### config.mk
export PLATFORM = sky130hd
export DESIGN_NAME = uart_cmd_parser
export DESIGN_NICKNAME = d
export VERILOG_FILES = /design/src/rtl/uart_cmd_parser.sv
export SDC_FILE = /design/constraint.sdc
export NUM_CORES = 1
export LEC_CHECK = 0
export ABC_AREA = 1
export CORE_UTILIZATION = 60
export DETAILED_ROUTE_END_ITERATION = 16
export PLACE_DENSITY = 0.83
export SYNTH_ARGS = -nofsm -noshare
export SYNTH_HDL_FRONTEND = slang
export SYNTH_SLANG_ARGS = --single-unit
### constraint.sdc
create_clock -name clk -period 2.7 [get_ports clk]
set_input_delay 0.81 -clock clk [delete_from_list [all_inputs] [get_ports clk]]
set_output_delay 0.81 -clock clk [all_outputs]
set_load 0.01 [all_outputs]
### src/rtl/uart_cmd_parser.sv
// UART command-frame parser: SOF, ADDR, DATA, CHK(=ADDR^DATA) -> one register-write command.
// Optional saturating error counter port err_count is built when UART_CMD_ERR_CNT_EN is defined.
//
// state  | meaning
// -------+-----------------------------------------------------------
// S_SOF  | hunting for the start-of-frame byte, junk dropped silently
// S_ADDR | waiting for the address byte
// S_DATA | waiting for the data byte
// S_CHK  | waiting for the checksum byte
// S_OUT  | command presented, receiver back-pressured until handshake
module uart_cmd_parser #(
   parameter logic [7:0]  SOF_BYTE    = 8'hA5,
   parameter int unsigned TIMEOUT_CYC = 416640
) (
   input  logic        clk,
   input  logic        rst_n,
   input  logic [7:0]  rx_data,
   input  logic        rx_data_valid,
   output logic        rx_data_ready,
   output logic        cmd_valid,
   output logic [7:0]  cmd_addr,
   output logic [7:0]  cmd_data,
   input  logic        cmd_ready,
   output logic        frame_err,
`ifdef UART_CMD_ERR_CNT_EN
   output logic [15:0] err_count,
`endif
   output logic        timeout_err
);

   typedef enum logic [2:0] {S_SOF, S_ADDR, S_DATA, S_CHK, S_OUT} state_t;

   localparam logic [23:0] TO_LAST = 24'(TIMEOUT_CYC - 1);

   state_t      state;
   logic [23:0] to_cnt;
   logic [7:0]  addr_q;
   logic [7:0]  data_q;
   logic        rx_acc;

   assign rx_data_ready = (state != S_OUT);
   assign rx_acc        = rx_data_valid && rx_data_ready;

   always_ff @(posedge clk or negedge rst_n) begin
      if (!rst_n) begin
         state       <= S_SOF;
         to_cnt      <= '0;
         addr_q      <= '0;
         data_q      <= '0;
         cmd_valid   <= 1'b0;
         cmd_addr    <= '0;
         cmd_data    <= '0;
         frame_err   <= 1'b0;
         timeout_err <= 1'b0;
      end else begin
         frame_err   <= 1'b0;
         timeout_err <= 1'b0;
         case (state)
            S_SOF: begin
               to_cnt <= '0;
               if (rx_acc && rx_data == SOF_BYTE)
                  state <= S_ADDR;
            end
            S_ADDR, S_DATA, S_CHK: begin
               // an accepted byte wins over a timeout landing on the same edge
               if (rx_acc) begin
                  to_cnt <= '0;
                  if (state == S_ADDR) begin
                     addr_q <= rx_data;
                     state  <= S_DATA;
                  end else if (state == S_DATA) begin
                     data_q <= rx_data;
                     state  <= S_CHK;
                  end else if (rx_data == (addr_q ^ data_q)) begin
                     cmd_addr  <= addr_q;
                     cmd_data  <= data_q;
                     cmd_valid <= 1'b1;
                     state     <= S_OUT;
                  end else begin
                     frame_err <= 1'b1;
                     state     <= S_SOF;
                  end
               end else if (to_cnt == TO_LAST) begin
                  to_cnt      <= '0;
                  timeout_err <= 1'b1;
                  state       <= S_SOF;
               end else begin
                  to_cnt <= to_cnt + 24'd1;
               end
            end
            S_OUT: begin
               to_cnt <= '0;
               if (cmd_ready) begin
                  cmd_valid <= 1'b0;
                  state     <= S_SOF;
               end
            end
            default: state <= S_SOF;
         endcase
      end
   end

`ifdef UART_CMD_ERR_CNT_EN
   always_ff @(posedge clk or negedge rst_n) begin
      if (!rst_n)
         err_count <= '0;
      else if ((frame_err || timeout_err) && err_count != 16'hFFFF)
         err_count <= err_count + 16'd1;
   end
`endif

endmodule

---- Yosys cells after proc, flatten, opt, wreduce, memory -nomap -nowiden ----
Cells that the tools add are included.
word-level totals
  input bits .............................. 12
  register bits ........................... 62
cells by class
  reduce and logical (&&, ||, !) cells .... 12
  muxes and demuxes ....................... 25
  bitwise gates (word level) .............. 3
  equal/unequal tests ..................... 15
  add/subtract/negate cells ............... 1
operators with widths
  cell                                                                      number
  24-bit 2-to-1 mux                                                         2
  24-bit case mux with 2 select lines                                       1
  24-bit by 1-bit adder with 24-bit output (second input constant)          1
  24-bit by 19-bit equality test with 1-bit output (second input constant)  1
  3-bit 2-to-1 mux                                                          7
  1-bit 2-to-1 mux                                                          13
  2-bit != test (second input constant)                                     6
  3-bit case mux with 3 select lines                                        1
  8-bit equality test                                                       1
  8-bit equality test (second input constant)                               1
  8-bit XOR                                                                 1
  3-bit by 2-bit equality test with 1-bit output (second input constant)    2
  3-bit != test (second input constant)                                     2
  3-bit AND reduction                                                       2
  6-bit AND reduction                                                       1
  5-bit AND reduction                                                       1
  4-bit AND reduction                                                       1
  2-bit nonzero test                                                        2
  3-bit by 1-bit equality test with 1-bit output (second input constant)    1
  3-bit equality test (second input constant)                               1
  3-bit zero test                                                           1
  3-bit OR reduction                                                        1
  1-bit logical AND                                                         2
  1-bit inverter                                                            2
  other kinds (2)                                                           2

---- Depth between registers and ports, before layout ----
  depth after elaboration ................. 7
  mapped depth ............................ 11

---- Worst setup path before layout ----
Ideal clock, no wire load.
  kind .................................... input to register
  start ................................... in rx_data[6]
  end ..................................... reg cmd_data[4]
  stages .................................. 11
  path slack .............................. 0.905 ns
  arrival ................................. 1.677 ns
  setup time .............................. 0.117 ns
  data required time ...................... 2.583 ns
  cells stage by stage .................... inv_2 > nand2_1 > nand2_1 > nand2_1 > nand2_1 > nand2_1 > nor2_8 > nand3_4 > buf_6 > nand2_2 > nand2_1
on the way
  word-level cells in the longest chain between the ends .. 2
ends and longest elaborated chain
  what                           RTL line  source
  from (decl)                    17        input logic [7:0] rx_data,
  8-bit equality test            74        end else if (rx_data == (addr_q ^ data_q)) begin
  5-bit AND reduction (no line)  --
  to (signal assigned)           76        cmd_data <= data_q;
  to (decl)                      22        output logic [7:0] cmd_data,
Every way passes these cells.
A chain may end at the register's enable or synchronous reset.

---- Final worst setup path ----
  start ................................... reg state[0]
  end ..................................... out rx_data_ready
on the way
  word-level cells in the longest chain between the ends .. 1
ends and longest elaborated chain
  what                    RTL line  source
  from (decl)             35        state_t state;
  from (signal assigned)  46        state <= S_SOF;
  from (signal assigned)  62        state <= S_ADDR;
  from (signal assigned)  70        state <= S_DATA;
  3-bit != test           41        assign rx_data_ready = (state != S_OUT);
  to (decl)               19        output logic rx_data_ready,
Every way passes these cells.

==> flow_metrics.py <==
metrics = {
    "worst_setup_path": {
        "worst-path-stages": 3,
        "critical-path-top-delay-family": "buffers and inverters",
        "cp-end-kind": "primary output",
        "worst_setup_slack_for_register_to_register_paths_ns": 0.67,
        "ff2ff_path_depth": 8,
        "timing.critical_path.cells": "nor2_2 > nand2_1 > clkdlybuf4s50_1",
        "timing.rr.start": "to_cnt[0]$_DFFE_PN0P_",
        "worstSetupPathType": "flip-flop to primary output",
        "start_kind": "flip-flop",
        "cp-endpoint": "rx_data_ready",
        "worst-endpoint-arrival_ns": 1.62,
        "required_ns": 1.89,
        "critPathLaunch": "state[0]$_DFFE_PN0P_",
        "worst-path-buf-inv": 1,
        "end_of_the_worst_register_to_register_path": "to_cnt[1]$_DFFE_PN0P_",
        "crit_path_max_fanout": 5,
        "critical-path-max-stage-delay_ns": 0.49,
        "cp_slowest_cell": "sky130_fd_sc_hd__clkdlybuf4s50_1",
    },
    "pwr": {
        "power_density_nw_per_um2": 709.4,
        "cellLeakagePower_nw": 2.010,
        "total_power_mw": 2.946,
        "irDropWorstVdd_mv": 0.5614,
    },
    "grt": {
        "via_count_of_the_first_global_routing_pass": 3083,
        "grt_start_max_net_pins": 63,
        "antenna_found_initial": 0,
        "grtUsageTotal_pct": 30.76,
        "grt_pass1_wl_um": 14560,
        "global_route.overflow_total": 0,
    },
    "synth": {
        "yosys.cell_types.count": 29,
        "cell_accounting_for_the_most_synthesized_area": "sky130_fd_sc_hd__dfrtp_1",
        "netlist.area_leader.share_pct": 43.75,
        "synth_area_per_cell_um2": 7.266,
        "yosysSeqAreaShare_pct": 43.75,
        "netlist_top_cells_count": "sky130_fd_sc_hd__nand2_1 (171), sky130_fd_sc_hd__dfrtp_1 (62), sky130_fd_sc_hd__inv_1 (51)",
        "async_reset_ff_share_pct": 100.0,
        "synth.yosys.warnings": 0,
        "yosys_most_used_dff": "sky130_fd_sc_hd__dfrtp_1",
        "synthCells": 488,
        "syn-num-nets": 501,
        "synth_edf_count": 0,
        "syn_area_um2": 3546,
        "ys_ff_latch": 62,
        "synth.most_common_cell": "sky130_fd_sc_hd__nand2_1",
        "synth_top_cells_by_area": "sky130_fd_sc_hd__dfrtp_1 (44%), sky130_fd_sc_hd__nand2_1 (18%), sky130_fd_sc_hd__inv_1 (5.4%)",
    },
    "finish": {
        "area.growth.synth_to_final_pct": 17.11,
        "diodes": 0,
        "drive_above_1_share_pct": 9.962,
        "fillCellCount": 446,
        "design.final.nets": 540,
    },
    "timing": {
        "fin_skew_ns": 0.01057,
        "holdWs_ns": 0.4622,
        "fmaxAchievable_mhz": 411.9,
        "tightestPinTransition_ns": 0.5524,
        "final_hold_violating_endpoints": 0,
        "setup-tns-final_ns": 0,
        "rsz_0062_raised_after_global_routing": "no",
        "min_period_ns": 2.428,
        "final.period_utilization_pct": 89.92,
        "max-slew-margin-rel_pct": 63.09,
        "final-setup-viol-count": 0,
        "final-max-slew-violation-count": 0,
    },
    "cts": {
        "cts.htree.levels": 3,
        "cts.path.max_buffers": 2,
        "post_cts.repair.setup_buffers": 0,
        "clk_latency_ns": 0.34,
        "tritoncts_clock_tree": "yes",
        "tritoncts_num_sinks": 62,
        "cts_root_buffer": "sky130_fd_sc_hd__clkbuf_8",
        "holdBufCountCts": 0,
        "cts.repair.resized": 0,
        "cts-buffers-inserted": 9,
        "clock_pin_slew_reported_for_the_worst_setup_and_hold_paths_after_clock_tree_synthesis_ns": 0.08,
    },
    "floorplan": {
        "starting_density_pct": 63.23,
        "die_y_um": 78.88,
        "floorplan.core_area_um2": 5608,
        "pin_count": 32,
        "num_rows": 27,
        "die_width_um": 78.88,
        "die-area_um2": 6221,
    },
    "job": {
        "cap_violations": 0,
    },
    "place": {
        "gp_congestion": 0.9393,
        "placement.io_buffers": 31,
        "total_half_perimeter_wirelength_after_legalization_and_detailed_placement_um": 6110,
    },
    "routing": {
        "detailedRoute.firstIterationViolations": 301,
        "via_per_inst": 5.685,
        "firstDrtPassIters": 5,
        "totalWireLength_um": 8805,
        "num_vias": 3434,
        "drt_drc_violations_left": 0,
        "routedWlPerCell_um": 14.58,
        "antenna_left": 0,
    },
    "hold_path": {
        "worstHoldPathType": "primary input to async pin",
    },
    "run_status": {
        "status": "finished, final reports clean",
    },
}
cells by family after synthesis:
| family | synth area share [%] |
|---|---|
| AND/OR/NAND/NOR | 39.63 |
| buffers and inverters | 7.869 |
| flip-flops | 43.75 |
| AO/OA/AOI/OAI | 6.422 |
| XOR/XNOR | 1.976 |
| adder cells (fa/ha/maj) | 0.3528 |
how the worst min path moves through the flow:
stage                                 start                      end  slack, ns  cells past startpoint
floorplan             data_q[6]$_DFFE_PN0P_    data_q[6]$_DFFE_PN0P_       0.49                      2
global placement    cmd_addr[4]$_DFFE_PN0P_  cmd_addr[4]$_DFFE_PN0P_       0.46                      2
detailed placement  cmd_addr[1]$_DFFE_PN0P_  cmd_addr[1]$_DFFE_PN0P_       0.46                      2
CTS                                   rst_n   to_cnt[14]$_DFFE_PN0P_       0.48                      2
global route                          rst_n   to_cnt[17]$_DFFE_PN0P_       0.50                      2
finish                                rst_n   to_cnt[17]$_DFFE_PN0P_       0.46                      2
sequential cells by signal (all words and copies together) (netlist names):
| signal | cells |
|---|---|
| cmd_data | 8 |
| cmd_addr | 8 |
| to_cnt | 24 |
| timeout_err | 1 |
| addr_q | 8 |
| cmd_valid | 1 |
| data_q | 8 |
| state | 3 |
| frame_err | 1 |
layout make-up:
class / count / area (um2) / share of cell area, %
sequential: 62 / 1551 / 37.36
inverter: 58 / 217.7 / 5.243
clock inverter: 6 / 70.07 / 1.687
clock buffer: 10 / 137.6 / 3.314
multi-input combinational: 358 / 1715 / 41.31
timing repair buffer: 38 / 370.4 / 8.918
tap: 72 / 90.09 / 2.169
metrics by stage:
stage,worst slack [ns],utilization (%),area [um2],std cells
global route,0.2044,74.05,4153,604
global placement,0.3513,70.35,3945,588
CTS,0.2727,74.05,4153,604
detailed placement,0.2961,70.35,3945,588
floorplan,0.9055,-,3546,488
finish,0.2722,74.05,4153,604
power breakdown:
part | total [mW] | internal (mW) | switching [mW]
Clock | 0.858 | 0.456 | 0.402
Combinational | 0.840 | 0.302 | 0.537
Sequential | 1.25 | 1.08 | 0.171
cells in the final DEF, fill, tap and decap left out, types with 2 or more instances in the layout:
| cell type | count |
|---|---|
| sky130_fd_sc_hd__xor2_1 | 5 |
| sky130_fd_sc_hd__inv_2 | 7 |
| sky130_fd_sc_hd__o22ai_1 | 10 |
| sky130_fd_sc_hd__nor2_8 | 2 |
| sky130_fd_sc_hd__nand3_2 | 2 |
| sky130_fd_sc_hd__inv_1 | 51 |
| sky130_fd_sc_hd__clkdlybuf4s50_1 | 30 |
| sky130_fd_sc_hd__clkbuf_8 | 10 |
| sky130_fd_sc_hd__buf_4 | 6 |
| sky130_fd_sc_hd__nand2_1 | 171 |
| sky130_fd_sc_hd__xnor2_1 | 3 |
| sky130_fd_sc_hd__nand3_4 | 3 |
| sky130_fd_sc_hd__nand2_2 | 11 |
| sky130_fd_sc_hd__nand4_1 | 26 |
| sky130_fd_sc_hd__o21ai_0 | 27 |
| sky130_fd_sc_hd__nand3_1 | 30 |
| sky130_fd_sc_hd__a21oi_1 | 2 |
| sky130_fd_sc_hd__nor3_1 | 8 |
| sky130_fd_sc_hd__nor2_2 | 3 |
| sky130_fd_sc_hd__nor4_1 | 2 |
| sky130_fd_sc_hd__clkinvlp_4 | 3 |
| sky130_fd_sc_hd__nor2_1 | 46 |
| sky130_fd_sc_hd__o21bai_1 | 2 |
| sky130_fd_sc_hd__dfrtp_1 | 62 |
worst register-to-register path, cell delays in order, from the launching register on:
cell and delay (ns):
sky130_fd_sc_hd__dfrtp_1 0.44, sky130_fd_sc_hd__ha_1 0.34, sky130_fd_sc_hd__nand3_1 0.25, sky130_fd_sc_hd__nor2_1 0.16, sky130_fd_sc_hd__nand3_1 0.10, sky130_fd_sc_hd__nand3_2 0.27, sky130_fd_sc_hd__inv_2 0.17, sky130_fd_sc_hd__nand2_1 0.10
sky130_fd_sc_hd__o21ai_0 0.08
per-layer routing:
| metal | track usage [%] | wire (um) | part of all wire [%] |
|---|---|---|---|
| met1 | 45.56 | 4076 | 46 |
| met2 | 45.04 | 3896 | 44 |
| met3 | 5.057 | 714 | 8.1 |
| met4 | 12.00 | 118 | 1.3 |
| met5 | 0 | 0 | 0 |
No activity file was read; power rests on OpenSTA's default activity.
